--- src/rtl/sram_read_streamer_if.sv ---
// Bus bundle between the read streamer, the SRAM macro pins and the downstream stream consumer.
// The master side is the streamer. The slave side is the SRAM plus the stream sink.
interface sram_read_streamer_if #(
  parameter int SRAM_WIDTH = 64,
  parameter int ADDR_WIDTH = 6
);
  logic                  o_sram_active_low_en;
  logic                  o_sram_read_write_en;
  logic [SRAM_WIDTH-1:0] o_sram_write_bitmask;
  logic [SRAM_WIDTH-1:0] o_sram_data_in;
  logic [ADDR_WIDTH-1:0] o_sram_addr;
  logic [SRAM_WIDTH-1:0] i_sram_data_out;
  logic [SRAM_WIDTH-1:0] o_data;
  logic                  o_valid;
  logic                  i_ready;

  modport master (
    output o_sram_active_low_en, o_sram_read_write_en, o_sram_write_bitmask,
    output o_sram_data_in, o_sram_addr, o_data, o_valid,
    input  i_sram_data_out, i_ready
  );

  modport slave (
    input  o_sram_active_low_en, o_sram_read_write_en, o_sram_write_bitmask,
    input  o_sram_data_in, o_sram_addr, o_data, o_valid,
    output i_sram_data_out, i_ready
  );
endinterface

--- src/rtl/sram_read_streamer.sv ---
// Streams i_count consecutive SRAM words, starting at i_base_addr, onto a valid/ready bus.
// A 2-entry skid FIFO absorbs the SRAM read latency. Reads are credited so that FIFO + in-flight <= 2.
module sram_read_streamer #(
  parameter int  DEPTH      = 64,
  parameter int  SRAM_WIDTH = 64,
  localparam int ADDR_WIDTH = $clog2(DEPTH)
) (
  input  logic                  i_clk,
  input  logic                  i_nrst,
  input  logic                  i_start,
  input  logic [ADDR_WIDTH-1:0] i_base_addr,
  input  logic [ADDR_WIDTH:0]   i_count,
  output logic                  o_busy,
  output logic                  o_done,
  sram_read_streamer_if.master  bus
);
  localparam logic [1:0] ST_IDLE  = 2'd0;
  localparam logic [1:0] ST_RUN   = 2'd1;
  localparam logic [1:0] ST_DRAIN = 2'd2;
  localparam logic [1:0] ST_DONE  = 2'd3;

  logic [1:0]            r_state;
  logic [ADDR_WIDTH-1:0] r_addr;
  logic [ADDR_WIDTH:0]   r_count;
  logic [ADDR_WIDTH:0]   r_issued;
  logic [ADDR_WIDTH:0]   r_popped;
  logic                  r_inflight;
  logic [SRAM_WIDTH-1:0] r_fifo [2];
  logic                  r_rd_ptr;
  logic                  r_wr_ptr;
  logic [1:0]            r_fifo_cnt;

  logic                  w_pop;
  logic                  w_push;
  logic                  w_issue;
  logic [2:0]            w_credit;
  logic [ADDR_WIDTH:0]   w_popped_next;

  // Issue decision: credit counts words already owned after this cycle's pop
  always_comb begin
    w_pop         = (r_fifo_cnt != 2'd0) && bus.i_ready;
    w_push        = r_inflight;
    w_credit      = {1'b0, r_fifo_cnt} + {2'b00, r_inflight} - {2'b00, w_pop};
    w_issue       = (r_state == ST_RUN) && (r_issued < r_count) && (w_credit < 3'd2);
    w_popped_next = r_popped + {{ADDR_WIDTH{1'b0}}, w_pop};
  end

  // SRAM pins and stream outputs
  always_comb begin
    bus.o_sram_active_low_en = ~w_issue;
    bus.o_sram_read_write_en = 1'b0;
    bus.o_sram_write_bitmask = {SRAM_WIDTH{1'b0}};
    bus.o_sram_data_in       = {SRAM_WIDTH{1'b0}};
    bus.o_sram_addr          = w_issue ? r_addr : {ADDR_WIDTH{1'b0}};
    bus.o_valid              = (r_fifo_cnt != 2'd0);
    bus.o_data               = r_fifo[r_rd_ptr];
    o_busy                   = (r_state != ST_IDLE);
    o_done                   = (r_state == ST_DONE);
  end

  // Control FSM, address walker and issue/pop counters
  always_ff @(posedge i_clk or negedge i_nrst) begin
    if (!i_nrst) begin
      r_state  <= ST_IDLE;
      r_addr   <= {ADDR_WIDTH{1'b0}};
      r_count  <= {(ADDR_WIDTH+1){1'b0}};
      r_issued <= {(ADDR_WIDTH+1){1'b0}};
      r_popped <= {(ADDR_WIDTH+1){1'b0}};
    end else begin
      case (r_state)
        ST_IDLE: begin
          if (i_start) begin
            r_addr   <= i_base_addr;
            r_count  <= i_count;
            r_issued <= {(ADDR_WIDTH+1){1'b0}};
            r_popped <= {(ADDR_WIDTH+1){1'b0}};
            r_state  <= (i_count == {(ADDR_WIDTH+1){1'b0}}) ? ST_DONE : ST_RUN;
          end else begin
            r_state  <= ST_IDLE;
          end
        end
        ST_RUN: begin
          r_state <= (r_issued == r_count) ? ST_DRAIN : ST_RUN;
        end
        ST_DRAIN: begin
          // Leave on the final handshake so o_done lands on the very next cycle
          r_state <= (w_popped_next == r_count) ? ST_DONE : ST_DRAIN;
        end
        ST_DONE: begin
          r_state <= ST_IDLE;
        end
        default: begin
          r_state <= ST_IDLE;
        end
      endcase
      if (w_issue) begin
        r_issued <= r_issued + {{ADDR_WIDTH{1'b0}}, 1'b1};
        r_addr   <= (r_addr == ADDR_WIDTH'(DEPTH - 1)) ? {ADDR_WIDTH{1'b0}}
                                                       : r_addr + {{(ADDR_WIDTH-1){1'b0}}, 1'b1};
      end
      if (w_pop) begin
        r_popped <= w_popped_next;
      end
    end
  end

  // In-flight flag: the SRAM read data is valid exactly one cycle after an issue
  always_ff @(posedge i_clk or negedge i_nrst) begin
    if (!i_nrst) begin
      r_inflight <= 1'b0;
    end else begin
      r_inflight <= w_issue;
    end
  end

  // Two-entry skid FIFO; push and pop in the same cycle leave the count unchanged
  always_ff @(posedge i_clk or negedge i_nrst) begin
    if (!i_nrst) begin
      r_fifo[0]  <= {SRAM_WIDTH{1'b0}};
      r_fifo[1]  <= {SRAM_WIDTH{1'b0}};
      r_rd_ptr   <= 1'b0;
      r_wr_ptr   <= 1'b0;
      r_fifo_cnt <= 2'd0;
    end else begin
      if (w_push) begin
        r_fifo[r_wr_ptr] <= bus.i_sram_data_out;
        r_wr_ptr         <= ~r_wr_ptr;
      end
      if (w_pop) begin
        r_rd_ptr <= ~r_rd_ptr;
      end
      r_fifo_cnt <= r_fifo_cnt + {1'b0, w_push} - {1'b0, w_pop};
    end
  end
endmodule
--- src/flat_wrapper.sv ---
// flat-port wrapper written by rule: the top's interface ports become plain ports
module sram_read_streamer_flat 
#(
  parameter int  DEPTH      = 64,
  parameter int  SRAM_WIDTH = 64,
  localparam int ADDR_WIDTH = $clog2(DEPTH)
)
  (i_clk, i_nrst, i_start, i_base_addr, i_count, o_busy, o_done, bus_o_sram_active_low_en, bus_o_sram_read_write_en, bus_o_sram_write_bitmask, bus_o_sram_data_in, bus_o_sram_addr, bus_o_data, bus_o_valid, bus_i_sram_data_out, bus_i_ready);
  sram_read_streamer_if #(.SRAM_WIDTH(SRAM_WIDTH)) bus_i ();
  input  logic i_clk;
  input  logic i_nrst;
  input  logic i_start;
  input  logic [ADDR_WIDTH-1:0] i_base_addr;
  input  logic [ADDR_WIDTH:0] i_count;
  output logic o_busy;
  output logic o_done;
  output wire logic [$bits(bus_i.o_sram_active_low_en)-1:0] bus_o_sram_active_low_en;
  output wire logic [$bits(bus_i.o_sram_read_write_en)-1:0] bus_o_sram_read_write_en;
  output wire logic [$bits(bus_i.o_sram_write_bitmask)-1:0] bus_o_sram_write_bitmask;
  output wire logic [$bits(bus_i.o_sram_data_in)-1:0] bus_o_sram_data_in;
  output wire logic [$bits(bus_i.o_sram_addr)-1:0] bus_o_sram_addr;
  output wire logic [$bits(bus_i.o_data)-1:0] bus_o_data;
  output wire logic [$bits(bus_i.o_valid)-1:0] bus_o_valid;
  input wire logic [$bits(bus_i.i_sram_data_out)-1:0] bus_i_sram_data_out;
  input wire logic [$bits(bus_i.i_ready)-1:0] bus_i_ready;
  assign bus_o_sram_active_low_en = bus_i.o_sram_active_low_en;
  assign bus_o_sram_read_write_en = bus_i.o_sram_read_write_en;
  assign bus_o_sram_write_bitmask = bus_i.o_sram_write_bitmask;
  assign bus_o_sram_data_in = bus_i.o_sram_data_in;
  assign bus_o_sram_addr = bus_i.o_sram_addr;
  assign bus_o_data = bus_i.o_data;
  assign bus_o_valid = bus_i.o_valid;
  assign bus_i.i_sram_data_out = bus_i_sram_data_out;
  assign bus_i.i_ready = bus_i_ready;
  sram_read_streamer #(.DEPTH(DEPTH), .SRAM_WIDTH(SRAM_WIDTH)) u_core (.i_clk(i_clk), .i_nrst(i_nrst), .i_start(i_start), .i_base_addr(i_base_addr), .i_count(i_count), .o_busy(o_busy), .o_done(o_done), .bus(bus_i));
endmodule
--- config.mk ---
export PLATFORM = sky130hd
export DESIGN_NAME = sram_read_streamer_flat
export DESIGN_NICKNAME = d
export VERILOG_FILES = /design/src/rtl/sram_read_streamer_if.sv /design/src/rtl/sram_read_streamer.sv /design/src/flat_wrapper.sv
export SDC_FILE = /design/constraint.sdc
export NUM_CORES = 1
export LEC_CHECK = 0
export BUFFER_PORTS_ARGS = -buffer_cell sky130_fd_sc_hd__buf_2
export CORE_MARGIN = 10
export CORE_UTILIZATION = 51
export DETAILED_ROUTE_END_ITERATION = 10
export PLACE_DENSITY = 0.9
export SLEW_MARGIN = 0
export SYNTH_ARGS = -nofsm -noshare
export SYNTH_HDL_FRONTEND = slang
export SYNTH_SLANG_ARGS = --single-unit
--- constraint.sdc ---
create_clock -name i_clk -period 4.1 [get_ports i_clk]
set_clock_uncertainty 0.1 [all_clocks]
set_input_delay 0.205 -clock i_clk [delete_from_list [all_inputs] [get_ports i_clk]]
set_output_delay 0.205 -clock i_clk [all_outputs]
set_load 0.05 [all_outputs]
## Word level (Yosys, flattened, before mapping)

Index checks and enable logic that the tools add are counted.

| word-level totals | value |
|---|---|
| input bits | 81 |
| output and inout port bits | 203 |
| latch bits | 0 |
| ROM bits | 0 |
| RAM bits | 0 |
| bits in registers | 162 |
| memories kept | 0 |

| cells by class | value |
|---|---|
| divide/modulo/power cells | 0 |
| multiplexer cells | 20 |
| reduce and logical (&&, ||, !) cells | 15 |
| magnitude comparators | 5 |
| bitwise logic cells | 5 |
| $add $sub $neg | 7 |
| eq/ne operators | 6 |
| multipliers | 0 |
| shift operators | 0 |

Operators by type and width:

| cell | count |
|---|---|
| two-way mux 64 bit | 4 |
| bitwise mux 128 bit | 1 |
| demux 64 bit (select 1 bit) | 1 |
| two-way mux 6 bit | 5 |
| two-way mux 7 bit | 4 |
| == test 7 bit | 2 |
| nonzero test 2 bit | 6 |
| case mux 2 bit (4 select lines) | 1 |
| adder 7 x 1 -> 7 bit | 1 |
| adder 7 x 1 -> 7 bit, second input constant | 1 |
| zero test 7 bit | 1 |
| < comparator 7 bit | 1 |
| adder 6 x 1 -> 6 bit, second input constant | 1 |
| == test 6 bit, second input constant | 1 |
| two-way mux 2 bit | 3 |
| AND reduction 2 bit | 3 |
| == test 2 bit, second input constant | 2 |
| >= comparator 2 bit, second input constant | 2 |
| logical AND 1 bit | 4 |
| inverter 1 -> 2 bit | 2 |
| adder 2 x 1 -> 3 bit | 1 |
| < comparator 3 x 2 -> 1 bit, second input constant | 1 |
| inverter 1 bit | 3 |
| subtractor 3 x 1 -> 3 bit | 1 |
| other kinds (6) | 6 |

## Longest topological paths before layout

| depth | value |
|---|---|
| depth in word-level cells | 7 |
| mapped depth | 12 |
| depth with buffers taken out | 12 |

## Worst setup path before layout

Ideal clock, no wire load.

| timing | value |
|---|---|
| path kind | reg2out |
| start | register u_core.r_fifo_cnt[1] |
| end | output port bus_o_sram_addr[2] |
| cell stages (with the launch flop) | 12 |
| buffers on the path | 0 |
| data required time | 3,795 ps |
| arrival time | 3,849 ps |
| slack | -54 ps |
| cell sequence | dfrtp_1 or2_2 nand2_1 inv_1 ha_1 inv_1 ha_1 fa_1 nor4b_4 o211a_2 nand2_1 nor2_1 |

| between the ends | value |
|---|---|
| cells in the longest elaborated chain, start to end | 6 |
| elaborated cells on any way between the ends | 7 |
| those cells by class | 2 x add/sub; 1 x order compare; 1 x mux; 3 x reduce/logical |

Ends and longest elaborated chain:

| what | line | RTL |
|---|---|---|
| from (decl) | sram_read_streamer.sv:31 | `logic [1:0] r_fifo_cnt;` |
| from (signal assigned) | sram_read_streamer.sv:132 | `r_fifo_cnt <= r_fifo_cnt + {1'b0, w_push} - {1'b0, w_pop};` |
| nonzero test 2 bit | - |  |
| named net bus_o_valid | flat_wrapper.sv:23 | `output wire logic [$bits(bus_i.o_valid)-1:0] bus_o_valid;` |
| logical AND 1 bit | sram_read_streamer.sv:41 | `w_pop = (r_fifo_cnt != 2'd0) && bus.i_ready;` |
| named net u_core.w_pop | sram_read_streamer.sv:33 | `logic w_pop;` |
| subtractor 3 x 1 -> 3 bit | sram_read_streamer.sv:43 | `w_credit = {1'b0, r_fifo_cnt} + {2'b00, r_inflight} - {2'b00, w_pop};` |
| named net u_core.w_credit[1] | sram_read_streamer.sv:36 | `logic [2:0] w_credit;` |
| < comparator 3 x 2 -> 1 bit | sram_read_streamer.sv:44 | `w_issue = (r_state == ST_RUN) && (r_issued < r_count) && (w_credit < 3'd2);` |
| logical AND 1 bit | sram_read_streamer.sv:44 |  |
| two-way mux 6 bit | sram_read_streamer.sv:54 | `bus.o_sram_addr = w_issue ? r_addr : {ADDR_WIDTH{1'b0}};` |
| to (decl) | flat_wrapper.sv:21 | `output wire logic [$bits(bus_i.o_sram_addr)-1:0] bus_o_sram_addr;` |

The timed path passes the listed nets, and every way through them passes these cells.

## Final worst setup path

| timing | value |
|---|---|
| start | register u_core.r_fifo_cnt[1] |
| end | output port bus_o_sram_addr[0] |

| between the ends | value |
|---|---|
| cells in the longest elaborated chain, start to end | 6 |
| elaborated cells on any way between the ends | 7 |
| those cells by class | 2 x add/sub; 1 x order compare; 1 x mux; 3 x reduce/logical |

Ends and longest elaborated chain:

| what | line |
|---|---|
| nonzero test 2 bit | sram_read_streamer.sv:41 |
| logical AND 1 bit | sram_read_streamer.sv:41 |
| named net u_core.w_pop | sram_read_streamer.sv:33 |
| subtractor 3 x 1 -> 3 bit | sram_read_streamer.sv:43 |
| named net u_core.w_credit[1] | sram_read_streamer.sv:36 |
| < comparator 3 x 2 -> 1 bit | sram_read_streamer.sv:44 |
| logical AND 1 bit | sram_read_streamer.sv:44 |
| two-way mux 6 bit | sram_read_streamer.sv:54 |

The timed path passes the listed nets, and every way through them passes these cells.

==> impl_results.md <==
* Status: finished clean
* Vias/cell at between 4 and 5
* DP Cell Count at 1055
* Remaining Overflow, GRT at 0
* Hold path startpoint: bus_i_ready
* Actual slew at the worst max-slew pin at ~920 ps
* Sequential fraction of the synthesis area at between 40 and 50%
* Period Utilization, post-route at roughly 95%
* # rows at 47
* Die width at around 150 um
* CTS H-tree depth at 4
* Nets at 1027
* Setup TNS Final at 0 ps
* Antenna Nets Post-Route at 0
* CTS tree: yes
* Layout cells sized above 1 at a little over two fifths
* Startpoint Class: flop
* Setup-failing EPs final at 0
* Synth Register Bits at around 160
* Max-slew headroom at around two fifths
* Max-Cap Viols at 0
* Initial antenna violation count at 2
* Met2 GRT Util at between 30% and 40%
* Total GRT Usage at a little under a fifth
* Delay-heaviest family, CP: adder cells
* Crit path kind: reg -> out
* Grt peak-use layer: met2
* Final hold viol count at 0
* Cells after synthesis at 700
* Post-layout minimum cycle time at 3890 ps
* Initial Util at 51.7%
* Setup bufs post-CTS at 0
* Via count at 5772
* Routed WL at ~22000 um
* Clk buf depth at 2
* Delay of the slowest critical-path stage at 510 ps
* Worst-path clk slew at approximately 70 ps
* WL per Instance at approximately 18 um
* Worst hold endpoint: u_core.r_rd_ptr
* Number of enable flip-flop cells after synthesis at 0
* Finished Cell Area at 10500 um^2
* Critical Path RT at around 3800 ps
* Largest net degree at the start of global routing at just under 90
* Fillers at 1201
* GRT met1 Usage at about a fifth
* DRT iter0 DRCs at 270
* DP Area at about 9100 um^2
* Post-detail-place hpwl at 14100 um
* Met3 Resource Use GR at a little under 5%
* Commonest non-fill, non-tap cell in the layout: mux2_2
* Netlist Area Pre-Place at ~8500 um^2
* Layout Cells excl Fill at ~1200
* Hold Path Class: in -> reg
* Port bufs at ~150
* Placer Congestion at approximately 0.84
* CP cell instances: or2_2 > nand2_2 > inv_2 > ha_1 > inv_1 > ha_1 > fa_1 > nor4b_4 > o211a_4 > buf_4 > and3_1 > buf_2
* Pins Over Slew Limit at 0
* P&R area growth vs syn at 22.8%
* CTS Sinks at roughly 160
* CTS root buf: clkbuf_16
* Stages on the worst setup path at 12
* Post-synth ARST share at between 90% and 100%
* Number of remaining DRC errors at 0
* P_leak at 4.97 nW
* Critical path fanouts, max at 9
* Reg-to-reg startpoint: u_core.r_fifo_cnt[1]
* Pwr Density at 982 nW/um^2
* Crit path arrival time at roughly 3600 ps
* Netlist cell types at 50
* Syn. warnings at 0
* CORE AREA at approximately 17000 um^2
* Commonest cells after routing, fill and taps aside: mux2_2, dfrtp_1, buf_2
* Reg2reg end: u_core.r_issued[2]
* Vias in the first global route at ~6500
* Worst Path Buf+Inv at 4
* IO Pins at roughly 280
* Total Die Area at roughly 22000 um^2
* R2r worst-path depth at 11
* Reg2Reg Setup Slack at approximately 600 ps
* Setup repair after global routing missed its margin: no
* Max Fclk at ~260 MHz
* Die H at ~150 um
* Worst path slowest cell: fa_1
* CP dominant cell by count: ha_1
* TritonCTS Buffers at 17
* Top_reg_cell synth: dfrtp_1
* First-pass GRT wire length at about 34000 um
* Crit. End Element: primary output
* Clk Latency, worst-skew pair at roughly 420 ps
* Router iterations before antenna repair at 4
* Max VDD drop at about 0.00073 V
* Mean Syn Cell Area at 12.2 um^2
* Min-Delay Path Depth at 3
Yosys cell counts (2+ instances only):
| master | instances | area share (%) |
|---|---|---|
| a211oi_1 | 3 | 0.26 |
| a21oi_1 | 3 | 0.18 |
| a221o_1 | 2 | 0.23 |
| a31oi_1 | 8 | 0.59 |
| and2_1 | 5 | 0.37 |
| and3_1 | 7 | 0.51 |
| buf_2 | 15 | 0.88 |
| buf_4 | 129 | 11 |
| clkbuf_1 | 10 | 0.44 |
| dfrtp_1 | 162 | 47 |
| ha_1 | 14 | 2.1 |
| inv_1 | 21 | 0.92 |
| mux2_2 | 193 | 25 |
| mux2i_1 | 3 | 0.35 |
| nand2_1 | 25 | 1.1 |
| nand3_1 | 12 | 0.70 |
| nand4_1 | 5 | 0.37 |
| nor2_1 | 12 | 0.53 |
| nor4_1 | 3 | 0.22 |
| nor4b_1 | 2 | 0.21 |
| o211ai_1 | 3 | 0.26 |
| o21ai_0 | 18 | 1.1 |
| o22ai_1 | 2 | 0.15 |
| o31ai_1 | 3 | 0.26 |
| or2_2 | 2 | 0.15 |
| or3_1 | 2 | 0.15 |
| xnor2_1 | 9 | 0.92 |
| xor2_1 | 5 | 0.51 |
worst min-delay path: cells and delay by family:
kind / cells / cell delay [ps]
and+or+nand+nor: 1 / 120
xor gates and xnor gates: 1 / 80
buffers and inverters: 1 / 100
sequential cells by signal, indices dropped and copies added (netlist names):
signal	flops
u_core.r_popped	7
u_core.r_addr	6
u_core.r_fifo	128
u_core.r_rd_ptr	1
u_core.r_wr_ptr	1
u_core.r_count	7
u_core.r_fifo_cnt	2
u_core.r_issued	7
u_core.r_inflight	1
u_core.r_state	2
power by group:
part | internal (mW) | switching (mW) | total [mW] | leakage, nW
Sequential | 2.38 | 0.545 | 2.93 | 1.93
Clock | 0.978 | 0.694 | 1.67 | 0.295
Combinational | 1.96 | 3.74 | 5.70 | 2.74
Total | 5.32 | 4.98 | 10.3 | 4.97
cells by family after synthesis:
group                      after synthesis  share of synthesized area, %
DFF                                    162                          47.5
buffers and inverters                  177                          13.8
other                                    1                        0.0439
AOI/OAI and AO/OA                       52                          4.03
and+or+nand+nor                         83                          5.21
adders and majority gates               15                          2.28
xor gates and xnor gates                14                          1.44
muxes                                  196                          25.8
area by class of cell:
cell class                 instances  area (um^2)  area share, %
antenna                            2         5.00         0.0477
clock buffer                      17          425           4.06
clock inverter                    15          196           1.87
inverter                          22         82.6          0.787
multi-input combinational        489         3820           36.4
sequential                       162         4060           38.7
tap                              220          275           2.62
timing repair buffer             239         1630           15.6
metal layers:
metal | vias to the layer above | wire length [um]
met3 | 27 | 1320
met1 | 2889 | 8490
met5 | - | 0
li1 | 2648 | -
met4 | 0 | 316
met2 | 208 | 11400
timing repair:
item	4_1_cts	5_1_grt
hold buffers	77	0
endpoints found under the hold margin	216	0
gates resized for setup	1	2
setup endpoints to repair	3	5
through the flow:
stage / setup WS (ps) / power [mW] / hold slack (ps) / utilization [%]
6_report: 208 / 10.3 / 29.4 / 63.5
5_1_grt: 38.2 / 10.8 / 38.3 / 63.5
4_1_cts: 43.9 / 10.3 / 9.63 / 63.4
3_5_place_dp: 448 / 8.49 / 187 / 55.0
3_3_place_gp: 533 / 8.31 / 173 / 55.0
2_1_floorplan: -54.2 / 7.38 / -191 / -
worst max path at each step:
stage                          from                  to  slack [ps]
6_report       u_core.r_fifo_cnt[1]  bus_o_sram_addr[0]         210
5_1_grt        u_core.r_fifo_cnt[1]  bus_o_sram_addr[1]          40
4_1_cts        u_core.r_fifo_cnt[1]  bus_o_sram_addr[0]          40
3_5_place_dp   u_core.r_fifo_cnt[1]  bus_o_sram_addr[0]         450
3_3_place_gp   u_core.r_fifo_cnt[1]  bus_o_sram_addr[1]         530
2_1_floorplan  u_core.r_fifo_cnt[1]  bus_o_sram_addr[2]         -50
Note: power is estimated with default switching activity, not from simulation.
